## src/rtl/acoustic_pkg.sv

```systemverilog
// Shared types and constants for the acoustic event reporter.
//   state_t         : top-level sequencing states
//   START_BIT/STOP_BIT : UART line levels for framing bits
//   BITS_PER_BYTE   : start + 8 data + stop
//   frame_len(ch)   : bytes in one report frame for ch channels
package acoustic_pkg;

   typedef enum logic [1:0] {
      HOLD    = 2'd0,
      ARMED   = 2'd1,
      CAPTURE = 2'd2,
      REPORT  = 2'd3
   } state_t;

   localparam logic START_BIT     = 1'b0;
   localparam logic STOP_BIT      = 1'b1;
   localparam int   BITS_PER_BYTE = 10;

   // sync + trigger mask + 4 bytes per channel + checksum
   function automatic int frame_len(input int ch);
      return 3 + 4 * ch;
   endfunction

endpackage

```

## src/rtl/acoustic_event_reporter_uart.sv

```systemverilog
// 8N1 UART byte transmitter driven from the system clock.
//   clk, rst : system clock, asynchronous active-high reset
//   start    : launch a byte; only honoured while ready is high
//   data     : byte to send, captured on an accepted start
//   tx       : serial line, idle high
//   ready    : high when idle and during the final clock of a stop bit
// Handshake: a byte is taken on any cycle where start && ready. Because
// ready is already high in the last stop-bit clock, a start there begins
// the next start bit on the following clock, giving gapless bytes.
module uart_tx_byte
   import acoustic_pkg::*;
#(
   parameter int BAUD_DIV = 434
) (
   input  logic       clk,
   input  logic       rst,
   input  logic       start,
   input  logic [7:0] data,
   output logic       tx,
   output logic       ready
);

   localparam int CNT_W = $clog2(BAUD_DIV);

   logic             active_q, active_d;
   logic             tx_q, tx_d;
   logic [8:0]       shift_q, shift_d;
   logic [CNT_W-1:0] baud_q, baud_d;
   logic [3:0]       bit_q, bit_d;
   logic             bit_end, byte_end;

   assign bit_end  = active_q && (baud_q == CNT_W'(BAUD_DIV - 1));
   assign byte_end = bit_end && (bit_q == 4'(BITS_PER_BYTE - 1));
   assign ready    = !active_q || byte_end;
   assign tx       = tx_q;

   always_comb begin
      active_d = active_q;
      tx_d     = tx_q;
      shift_d  = shift_q;
      baud_d   = baud_q;
      bit_d    = bit_q;
      if (active_q) begin
         if (bit_end) begin
            baud_d = '0;
            if (byte_end) begin
               active_d = 1'b0;
               tx_d     = STOP_BIT;
            end else begin
               // shift_q holds the remaining data bits with the stop bit on top
               bit_d   = bit_q + 4'd1;
               tx_d    = shift_q[0];
               shift_d = {STOP_BIT, shift_q[8:1]};
            end
         end else begin
            baud_d = baud_q + CNT_W'(1);
         end
      end
      if (start && ready) begin
         active_d = 1'b1;
         tx_d     = START_BIT;
         shift_d  = {STOP_BIT, data};
         baud_d   = '0;
         bit_d    = '0;
      end
   end

   always_ff @(posedge clk or posedge rst) begin
      if (rst) begin
         active_q <= 1'b0;
         tx_q     <= STOP_BIT;
         shift_q  <= '1;
         baud_q   <= '0;
         bit_q    <= '0;
      end else begin
         active_q <= active_d;
         tx_q     <= tx_d;
         shift_q  <= shift_d;
         baud_q   <= baud_d;
         bit_q    <= bit_d;
      end
   end

endmodule

```

## src/rtl/acoustic_event_reporter.sv

```systemverilog
// Multi-channel acoustic event reporter: after a holdoff it arms, triggers
// when any channel exceeds a signed threshold, tracks per-channel peak value
// and index over a capture window, then sends a checksummed UART frame.
//   sample_valid/sample_bus : one-cycle strobe with CH packed signed samples
//   threshold               : signed trigger level
//   enable                  : gates ARMED -> CAPTURE only
//   uart_tx                 : 8N1 serial output, idle high
//   busy                    : high in CAPTURE and REPORT
//   frame_done              : one-cycle pulse after the checksum stop bit
//   trig_mask               : channels above threshold at the last trigger
// The FSM state is kept in state_q (type state_t) for observation.
module acoustic_event_reporter
   import acoustic_pkg::*;
#(
   parameter int         CH        = 2,
   parameter int         SAMPLE_W  = 12,
   parameter int         WINDOW    = 64,
   parameter int         HOLDOFF   = 625000,
   parameter int         BAUD_DIV  = 434,
   parameter logic [7:0] SYNC_BYTE = 8'hA5
) (
   input  logic                   clk,
   input  logic                   rst,
   input  logic                   sample_valid,
   input  logic [CH*SAMPLE_W-1:0] sample_bus,
   input  logic [SAMPLE_W-1:0]    threshold,
   input  logic                   enable,
   output logic                   uart_tx,
   output logic                   busy,
   output logic                   frame_done,
   output logic [CH-1:0]          trig_mask
);

   localparam int FRAME_LEN = frame_len(CH);
   localparam int IDX_W     = (WINDOW > 1) ? $clog2(WINDOW) : 1;
   localparam int HO_W      = (HOLDOFF > 0) ? $clog2(HOLDOFF + 1) : 1;
   localparam int BI_W      = $clog2(FRAME_LEN + 1);

   state_t               state_q, state_d;
   logic [HO_W-1:0]      holdoff_q, holdoff_d;
   logic [IDX_W-1:0]     sample_cnt_q, sample_cnt_d;
   logic [BI_W-1:0]      byte_idx_q, byte_idx_d;
   logic [7:0]           csum_q, csum_d;
   logic [CH-1:0]        trig_mask_q, trig_mask_d;
   logic                 frame_done_q, frame_done_d;

   logic [CH-1:0]        above;
   logic                 load_peaks, track_peaks;
   logic signed [SAMPLE_W-1:0] threshold_s;
   logic signed [SAMPLE_W-1:0] peak_val [CH];
   logic [IDX_W-1:0]     peak_idx [CH];

   logic                 uart_start, uart_ready;
   logic [7:0]           tx_byte;
   logic [BI_W-1:0]      rel;
   logic [15:0]          sel_idx, sel_val;

   assign threshold_s = $signed(threshold);

   // Per-channel peak tracker. Strict compare keeps the earliest index on ties.
   for (genvar k = 0; k < CH; k++) begin : g_peak
      logic signed [SAMPLE_W-1:0] smp;
      logic signed [SAMPLE_W-1:0] val_q, val_d;
      logic [IDX_W-1:0]           idx_q, idx_d;

      assign smp      = $signed(sample_bus[k*SAMPLE_W +: SAMPLE_W]);
      assign above[k] = smp > threshold_s;

      always_comb begin
         val_d = val_q;
         idx_d = idx_q;
         if (load_peaks) begin
            val_d = smp;
            idx_d = '0;
         end else if (track_peaks && (smp > val_q)) begin
            val_d = smp;
            idx_d = sample_cnt_q;
         end
      end

      always_ff @(posedge clk or posedge rst) begin
         if (rst) begin
            val_q <= '0;
            idx_q <= '0;
         end else begin
            val_q <= val_d;
            idx_q <= idx_d;
         end
      end

      assign peak_val[k] = val_q;
      assign peak_idx[k] = idx_q;
   end

   // Frame byte selection; peak bytes start at byte 2, four per channel.
   always_comb begin
      rel     = byte_idx_q - BI_W'(2);
      sel_idx = '0;
      sel_val = '0;
      for (int c = 0; c < CH; c++) begin
         if (rel[BI_W-1:2] == (BI_W-2)'(c)) begin
            sel_idx = 16'(peak_idx[c]);
            sel_val = 16'(peak_val[c]);   // signed source: sign-extends
         end
      end
      if (byte_idx_q == BI_W'(0)) begin
         tx_byte = SYNC_BYTE;
      end else if (byte_idx_q == BI_W'(1)) begin
         tx_byte = 8'(trig_mask_q);
      end else if (byte_idx_q == BI_W'(FRAME_LEN - 1)) begin
         tx_byte = csum_q;
      end else begin
         case (rel[1:0])
            2'd0:    tx_byte = sel_idx[15:8];
            2'd1:    tx_byte = sel_idx[7:0];
            2'd2:    tx_byte = sel_val[15:8];
            default: tx_byte = sel_val[7:0];
         endcase
      end
   end

   always_comb begin
      state_d      = state_q;
      holdoff_d    = holdoff_q;
      sample_cnt_d = sample_cnt_q;
      byte_idx_d   = byte_idx_q;
      csum_d       = csum_q;
      trig_mask_d  = trig_mask_q;
      frame_done_d = 1'b0;
      load_peaks   = 1'b0;
      track_peaks  = 1'b0;
      uart_start   = 1'b0;
      case (state_q)
         HOLD: begin
            if (HOLDOFF == 0) begin
               state_d = ARMED;
            end else if (sample_valid) begin
               if (holdoff_q == HO_W'(HOLDOFF - 1)) begin
                  holdoff_d = '0;
                  state_d   = ARMED;
               end else begin
                  holdoff_d = holdoff_q + HO_W'(1);
               end
            end
         end
         ARMED: begin
            if (sample_valid && enable && (|above)) begin
               trig_mask_d  = above;
               load_peaks   = 1'b1;
               sample_cnt_d = IDX_W'(1);
               state_d      = CAPTURE;
            end
         end
         CAPTURE: begin
            if (sample_valid) begin
               track_peaks = 1'b1;
               if (sample_cnt_q == IDX_W'(WINDOW - 1)) begin
                  sample_cnt_d = '0;
                  byte_idx_d   = '0;
                  csum_d       = '0;
                  state_d      = REPORT;
               end else begin
                  sample_cnt_d = sample_cnt_q + IDX_W'(1);
               end
            end
         end
         REPORT: begin
            // uart_ready is high when idle and in the last stop-bit clock,
            // so each new byte follows the previous one without a gap.
            if (uart_ready) begin
               if (byte_idx_q == BI_W'(FRAME_LEN)) begin
                  state_d      = HOLD;
                  frame_done_d = 1'b1;
                  holdoff_d    = '0;
               end else begin
                  uart_start = 1'b1;
                  byte_idx_d = byte_idx_q + BI_W'(1);
                  csum_d     = csum_q ^ tx_byte;
               end
            end
         end
         default: state_d = HOLD;
      endcase
   end

   always_ff @(posedge clk or posedge rst) begin
      if (rst) begin
         state_q      <= HOLD;
         holdoff_q    <= '0;
         sample_cnt_q <= '0;
         byte_idx_q   <= '0;
         csum_q       <= '0;
         trig_mask_q  <= '0;
         frame_done_q <= 1'b0;
      end else begin
         state_q      <= state_d;
         holdoff_q    <= holdoff_d;
         sample_cnt_q <= sample_cnt_d;
         byte_idx_q   <= byte_idx_d;
         csum_q       <= csum_d;
         trig_mask_q  <= trig_mask_d;
         frame_done_q <= frame_done_d;
      end
   end

   uart_tx_byte #(
      .BAUD_DIV (BAUD_DIV)
   ) u_uart (
      .clk   (clk),
      .rst   (rst),
      .start (uart_start),
      .data  (tx_byte),
      .tx    (uart_tx),
      .ready (uart_ready)
   );

   assign busy       = (state_q == CAPTURE) || (state_q == REPORT);
   assign frame_done = frame_done_q;
   assign trig_mask  = trig_mask_q;

endmodule

```

## config.mk

```make
export PLATFORM = sky130hd
export DESIGN_NAME = acoustic_event_reporter
export DESIGN_NICKNAME = d
export VERILOG_FILES = /design/src/rtl/acoustic_pkg.sv /design/src/rtl/acoustic_event_reporter_uart.sv /design/src/rtl/acoustic_event_reporter.sv
export SDC_FILE = /design/constraint.sdc
export NUM_CORES = 1
export LEC_CHECK = 0
export ABC_AREA = 1
export CAP_MARGIN = 5
export CORE_MARGIN = 2
export CORE_UTILIZATION = 52
export CTS_CLUSTER_SIZE = 28
export DETAILED_ROUTE_END_ITERATION = 8
export PLACE_DENSITY = 0.73
export SLEW_MARGIN = 20
export SYNTH_ARGS = -nofsm -noshare
export SYNTH_HDL_FRONTEND = slang
export SYNTH_SLANG_ARGS = --single-unit
```

## constraint.sdc

```tcl
create_clock -name clk -period 5.6 [get_ports clk]
set_input_delay 1.12 -clock clk [delete_from_list [all_inputs] [get_ports clk]]
set_output_delay 1.12 -clock clk [all_outputs]
set_load 0.01 [all_outputs]
```

Word level (Yosys, flattened, before mapping). Index checks and enable logic that the tools add are counted.

Add/subtract/negate cells: 6. $lt $le $gt $ge: 4. Equality and inequality tests: 22. Mux-type cells: 72. Bitwise gates (word level): 1. Reduce and logical (&&, ||, !) cells: 29.

Operator list (number): $mux 20 (4); $mux 9 (7); $mux 8 (7); $gt 12x12->1 (4); $mux 12 (4); $mux 16 (3); $mux 6 (8); $pmux 20 s2 (1); $mux 4 (8); $pmux 8 s3 (1); $add 20x1->20 const B (1); $eq 20x20->1 const B (1); $mux 1 (18); $ne 2x2->1 const B (8); $pmux 8 s2 (1); $mux 2 (7); $reduce_bool 2->1 (7); $eq 4x4->1 const B (3); $pmux 6 s2 (1); $add 9x1->9 const B (1); $eq 9x9->1 const B (1); $add 4x1->4 const B (2); $pmux 2 s4 (1); $pmux 4 s2 (1); 19 further kinds (34).

Register bits: 103. Input port bits: 40. Output and inout bits: 5. Word-level logic and storage cells: 150.

Longest topological paths before layout.
Depth after elaboration: 12. Gate-level depth with buffers: 17. Depth with buffers taken out: 17.

Hierarchy. From an unflattened synthesis, not the netlist that was laid out.

Cells, all modules: 973. Area, all modules: 7121.8 um^2.

By module, submodules not included: acoustic_event_reporter (times used 1, cells each 814, area an instance 5818.1 um^2, sequential area each 1976.9 um^2); uart_tx_byte (times used 1, cells each 159, area an instance 1303.8 um^2, sequential area each 586.8 um^2).

Worst setup path after synthesis. No wires, ideal clock.

Path type: in2reg. Start: in threshold[11]. End: reg g_peak[0].idx_q[2]. Library setup time: 0.135 ns. Arrival: 2.537 ns. Required time: 5.465 ns. Path slack: 2.928 ns. Stages on the path: 13. Path buffers: 2. Cells stage by stage: inv_1 ha_1 a21o_1 nor2_1 nand3_1 nand2_1 nand3_1 nand2_1 nand3_2 buf_6 buf_6 nand3_1 o21ai_0.

Cells in the longest elaborated chain, start to end: 6. Elaborated cells on any way between the ends: 8. Those cells by class: 2 x order compare; 3 x mux; 3 x reduce/logical.

RTL lines: from (decl) (line acoustic_event_reporter.sv:26) `input logic [SAMPLE_W-1:0] threshold,`; $gt 12x12->1 (line acoustic_event_reporter.sv:67) `assign above[k] = smp > threshold_s;`; $reduce_or 2->1 (*) (line acoustic_event_reporter.sv:147) `if (sample_valid && enable && (|above)) begin`; $logic_and 1x1->1 (*) (line acoustic_event_reporter.sv:147); $mux 1 (*) (line acoustic_event_reporter.sv:147); $mux 1 (*) (line acoustic_event_reporter.sv:133) `case (state_q)`; $mux 6 / $reduce_bool 2->1 (equally long branches); to (signal assigned) (line acoustic_event_reporter.sv:87) `idx_q <= idx_d;`; to (decl) (line acoustic_event_reporter.sv:64) `logic [IDX_W-1:0] idx_q, idx_d;`.

Mark *: on every way between the ends. The rest lies on a longest branch, timed or not. A chain may end at the register's enable or synchronous reset.

Final worst setup path.
Start: in sample_bus[17]. End: reg g_peak[1].val_q[9].

Cells in the longest elaborated chain, start to end: 6. Elaborated cells on any way between the ends: 9. Those cells by class: 2 x order compare; 3 x mux; 4 x reduce/logical.

RTL lines: from (decl) (line acoustic_event_reporter.sv:25) `input logic [CH*SAMPLE_W-1:0] sample_bus,`; $gt 12x12->1 (line acoustic_event_reporter.sv:67); $reduce_or 2->1 (line acoustic_event_reporter.sv:147); $logic_and 1x1->1 (line acoustic_event_reporter.sv:147); $mux 1 (line acoustic_event_reporter.sv:147); $mux 1 (line acoustic_event_reporter.sv:133); $mux 12 / $reduce_bool 2->1 (equally long branches); to (signal assigned) (line acoustic_event_reporter.sv:86) `val_q <= val_d;`; to (decl) (line acoustic_event_reporter.sv:63) `logic signed [SAMPLE_W-1:0] val_q, val_d;`.

Several ways; a longest one is shown, not always the timed one.

==> impl_results.html <==
<table>
<tr><th>Metric</th><th>Value</th></tr>
<tr><th colspan="2">Power</th></tr>
<tr><td>Net Sw Frac</td><td>24.4%</td></tr>
<tr><td>Total power draw</td><td>1.70 mW</td></tr>
<tr><td>Proportion of power drawn by flip-flops and latches</td><td>45.6%</td></tr>
<tr><td>Clk pwr share</td><td>42.4%</td></tr>
<tr><td>Worst VDD drop</td><td>0.239 mV</td></tr>
<tr><td>Switching pwr</td><td>414 uW</td></tr>
<tr><td>Internal power of the cells</td><td>1.28 mW</td></tr>
<tr><td>Pwr per Cell Area</td><td>209 nW/um2</td></tr>
<tr><td>Leak</td><td>4.00 nW</td></tr>
<tr><td>Gate power share</td><td>12.1%</td></tr>
<tr><th colspan="2">Global routing</th></tr>
<tr><td>Wire length of the first global-routing pass</td><td>29800 um</td></tr>
<tr><td>Number of antenna violations at the first check in global routing</td><td>0</td></tr>
<tr><td>Overall overflow remaining after global route</td><td>0</td></tr>
<tr><td>Pin count of the biggest net entering global routing</td><td>62</td></tr>
<tr><td>Vias in the first global route</td><td>6245</td></tr>
<tr><td>GRT Resource Usage Total</td><td>25.0%</td></tr>
<tr><th colspan="2">Route</th></tr>
<tr><td>Post-Route WL</td><td>16900 um</td></tr>
<tr><td>Number of remaining DRC errors</td><td>0</td></tr>
<tr><td>Number of search-and-repair iterations in the first detailed-routing pass</td><td>6</td></tr>
<tr><td>Average wire length per cell after detail routing</td><td>13.9 um</td></tr>
<tr><td>Vias</td><td>6493</td></tr>
<tr><td>Remaining antenna violation count after routing</td><td>0</td></tr>
<tr><td>DRC marker count from the first detailed-route iteration</td><td>475</td></tr>
<tr><td>Number of vias per cell after detailed routing</td><td>5.34</td></tr>
<tr><th colspan="2">Die</th></tr>
<tr><td>Die height</td><td>122 um</td></tr>
<tr><td>I/O Pins</td><td>45</td></tr>
<tr><td>Die X</td><td>122 um</td></tr>
<tr><td>Initial standard-cell utilization of the core</td><td>52.8%</td></tr>
<tr><td>Overall die area</td><td>14900 um2</td></tr>
<tr><td>Number of rows in the core area</td><td>43</td></tr>
<tr><td>Core footprint</td><td>13800 um2</td></tr>
<tr><th colspan="2">Timing</th></tr>
<tr><td>Shortest clock period the worst path allows after layout</td><td>3.42 ns</td></tr>
<tr><td>Unrepaired setup endpoints after global routing</td><td>false</td></tr>
<tr><td>Final-report max-slew violation count</td><td>0</td></tr>
<tr><td>Setup total negative slack</td><td>0 ns</td></tr>
<tr><td>Clock skew after layout</td><td>0.00675 ns</td></tr>
<tr><td>Total count of hold-check failures in the final report</td><td>0</td></tr>
<tr><td>Worst rel slew slack</td><td>48.3%</td></tr>
<tr><td>Maximum frequency from static timing analysis</td><td>293 MHz</td></tr>
<tr><td>Final setup violating endpoints</td><td>0</td></tr>
<tr><td>Slew at the pin closest to its max-slew limit</td><td>0.775 ns</td></tr>
<tr><td>Period utilisation layout</td><td>61.0%</td></tr>
<tr><th colspan="2">Synth</th></tr>
<tr><td>EDFF count, synth</td><td>0</td></tr>
<tr><td>Post-synth ARST share</td><td>100%</td></tr>
<tr><td>Flip-flop cell with the highest count after synthesis</td><td>dfrtp_1</td></tr>
<tr><td>Avg Synthesized Cell Area</td><td>7.25 um2</td></tr>
<tr><td>Post-synthesis instance area</td><td>7270 um2</td></tr>
<tr><td>Number of flip-flops and latches in the synthesized netlist</td><td>102</td></tr>
<tr><td>Warnings, synthesis</td><td>0</td></tr>
<tr><td>Syn Nets</td><td>1106</td></tr>
<tr><td>Register area share after synthesis</td><td>35.3%</td></tr>
<tr><td>Synthesized netlist cell count</td><td>1002</td></tr>
<tr><td>Netlist cell types</td><td>41</td></tr>
<tr><th colspan="2">Cells and area</th></tr>
<tr><td>Synthesis-to-finish area growth</td><td>11.6%</td></tr>
<tr><td>Share of layout cells above drive strength 1</td><td>5.99%</td></tr>
<tr><td>ANT cells</td><td>0</td></tr>
<tr><td>Final cell area excluding filler cells</td><td>8110 um2</td></tr>
<tr><td>Net total in the final layout</td><td>1135</td></tr>
<tr><th colspan="2">Critical path</th></tr>
<tr><td>Number of cells on the worst reg-to-reg path</td><td>14</td></tr>
<tr><td>Type of the worst setup path</td><td>in2reg</td></tr>
<tr><td>Type of origin of the critical path</td><td>input port</td></tr>
<tr><td>Arrival time worst endpoint</td><td>3.71 ns</td></tr>
<tr><td>Worst EP required</td><td>5.90 ns</td></tr>
<tr><td>Capturing point of the worst reg2reg path</td><td>g_peak[1].val_q[9]</td></tr>
<tr><td>Kind of capture point of the worst setup path</td><td>register</td></tr>
<tr><td>Beginning of the worst register-to-register path</td><td>g_peak[1].val_q[5]</td></tr>
<tr><td>Largest fanout on the critical path</td><td>12</td></tr>
<tr><td>Timing startpoint of the critical path</td><td>sample_bus[17]</td></tr>
<tr><td>Slack of the worst reg-to-reg path</td><td>3.01 ns</td></tr>
<tr><th colspan="2">Clock tree</th></tr>
<tr><td>Clock buffer count from CTS</td><td>9</td></tr>
<tr><td>Total setup buffers inserted after CTS</td><td>0</td></tr>
<tr><td>Total number of H-tree levels</td><td>3</td></tr>
<tr><td>Clock tree from TritonCTS</td><td>done</td></tr>
<tr><td>Largest buffer count on any clock path</td><td>2</td></tr>
<tr><td>Clock tree root buffer cell</td><td>clkbuf_16</td></tr>
<tr><td>Insertion delay to the later sink of the worst-skew pair</td><td>0.36 ns</td></tr>
<tr><td>Post-CTS Hold Fix Bufs</td><td>0</td></tr>
<tr><td>Clock-pin slew on the worst setup and hold paths</td><td>0.07 ns</td></tr>
<tr><td>Sink Count</td><td>102</td></tr>
<tr><td>Resized cells post-CTS</td><td>0</td></tr>
<tr><th colspan="2">Job</th></tr>
<tr><td>Max Cap Viol</td><td>0</td></tr>
<tr><th colspan="2">Placement</th></tr>
<tr><td>Area of placed instances</td><td>7770 um2</td></tr>
<tr><td>Placer Congestion</td><td>0.910</td></tr>
<tr><td>DP Wirelength</td><td>12700 um</td></tr>
<tr><td>I/O Buffers</td><td>44</td></tr>
<tr><th colspan="2">Worst hold path</th></tr>
<tr><td>Destination of the worst hold path</td><td>u_uart.shift_q[5]</td></tr>
<tr><td>Path category of the worst min-delay check</td><td>reg2reg</td></tr>
<tr><td>Worst Hold Path Cells</td><td>2</td></tr>
<tr><td>Startpoint of the tightest hold check path</td><td>u_uart.shift_q[5]</td></tr>
<tr><th colspan="2">Run status</th></tr>
<tr><td>Result of the run</td><td>finished clean</td></tr>
</table>
==> routing by layer <==
metal	global-route usage [%]	wire (um)
met1	35.2	8200
met2	39.5	7580
met3	5.07	825
met4	6.61	248
met5	0	0
==> cells by family (layout without fill, tap and decap cells) <==
logic type / after synthesis / count (layout) / synth area share [%]
DFF: 102 / 102 / 35.3
AOI/OAI and AO/OA: 125 / 125 / 9.69
adders and majority gates: 64 / 64 / 11.0
xor gates and xnor gates: 15 / 15 / 1.81
buffers and inverters: 169 / 202 / 9.90
and+or+nand+nor: 527 / 527 / 32.3
==> flip-flops by register name (all words and copies together) (netlist names) <==
name             cells
u_uart.baud_q        9
g_peak.val_q        24
byte_idx_q           4
sample_cnt_q         6
u_uart.shift_q       8
frame_done           1
trig_mask            2
csum_q               8
u_uart.tx            1
u_uart.active_q      1
u_uart.bit_q         4
state_q              2
g_peak.idx_q        12
holdoff_q           20
==> cells in the final DEF (no fill, tap or decap), types with 2 or more instances in the layout <==
| cell | count |
|---|---|
| clkinv_2 | 2 |
| nor3_1 | 17 |
| dfstp_2 | 9 |
| clkdlybuf4s50_1 | 44 |
| nand4_1 | 28 |
| nand3b_1 | 3 |
| nand3_2 | 3 |
| o21ai_1 | 9 |
| nor2_1 | 78 |
| nor2_4 | 5 |
| o22ai_2 | 2 |
| o21ai_0 | 44 |
| nor3b_1 | 2 |
| o22ai_1 | 3 |
| a211oi_1 | 2 |
| xor2_1 | 14 |
| o21a_1 | 2 |
| buf_4 | 4 |
| or2_2 | 4 |
| nor2_2 | 2 |
| nand3_1 | 110 |
| a21oi_1 | 48 |
| inv_2 | 7 |
| inv_1 | 130 |
| nand2_1 | 262 |
| a21o_1 | 2 |
| o221ai_1 | 2 |
| nand2_2 | 6 |
| nor4_1 | 4 |
| clkbuf_16 | 9 |
| dfrtp_1 | 93 |
| bufinv_16 | 3 |
| o31ai_1 | 8 |
| ha_1 | 64 |
==> synthesized netlist by cell type (3+ instances only) <==
library cell	count	area, um2
ha_1	64	801
inv_1	131	492
buf_6	9	101
dfrtp_1	93	2330
nand3_1	110	551
inv_2	7	26.3
clkbuf_1	12	45.0
nand2_1	262	983
xor2_1	14	123
nor2_1	78	293
nand3_2	3	30.0
nor3_1	17	85.1
o21ai_1	9	45.0
o21ai_0	44	220
nor4_1	4	25.0
o22ai_1	3	18.8
nand4_1	28	175
nand3b_1	3	22.5
nand2_2	6	37.5
nor2_4	5	56.3
buf_2	7	35.0
a21oi_1	48	240
or2_2	4	25.0
dfstp_2	9	236
o31ai_1	8	60.1
==> power groups by stage <==
stage | logic, mW | clock network, mW | registers [mW]
floorplan | 0.135 | 0 | 0.783
global placement | 0.202 | 0 | 0.786
detailed placement | 0.204 | 0 | 0.787
CTS | 0.206 | 0.741 | 0.773
global route | 0.236 | 0.773 | 0.777
finish | 0.205 | 0.720 | 0.774
==> worst max-delay path, stage by stage <==
cell and delay, ns:
clkdlybuf4s50_1 0.48, ha_1 0.34, nand2_1 0.06, inv_1 0.05, nor2_1 0.03, o21ai_0 0.30
nand2_1 0.14, nand3_1 0.11, nand2_1 0.05, nand2_1 0.06, nand3_1 0.32, nand2_1 0.48
nand2_1 0.11, nand2_1 0.08
==> worst max-delay path by stage <==
| stage | endpoint | cells past startpoint |
|---|---|---|
| final | g_peak[1].val_q[9] | 14 |
| after global routing | g_peak[1].val_q[9] | 13 |
| after CTS | g_peak[1].val_q[9] | 15 |
| after detailed placement | g_peak[1].val_q[9] | 15 |
| after global placement | g_peak[1].val_q[11] | 14 |
| after floorplan | byte_idx_q[0] | 1 |
==> area by class of cell <==
type	count	area (um2)
fill	1311	5670
multi-input combinational	731	3990
sequential	102	2560
inverter	139	526
timing repair buffer	48	470
clock buffer	11	243
tap	180	225
clock inverter	4	95.1
==> stage by stage <==
stage | util, % | hold slack, ns | setup slack [ns] | instances
2_1_floorplan | - | 0.447 | 1.82 | 1002
3_3_place_gp | 56.4 | 0.459 | 1.92 | 1200
3_5_place_dp | 56.4 | 0.473 | 1.85 | 1200
4_1_cts | 58.9 | 0.484 | 2.22 | 1215
5_1_grt | 58.9 | 0.510 | 1.95 | 1215
6_report | 58.9 | 0.481 | 2.18 | 1215
(Power assumes the default switching activity.)
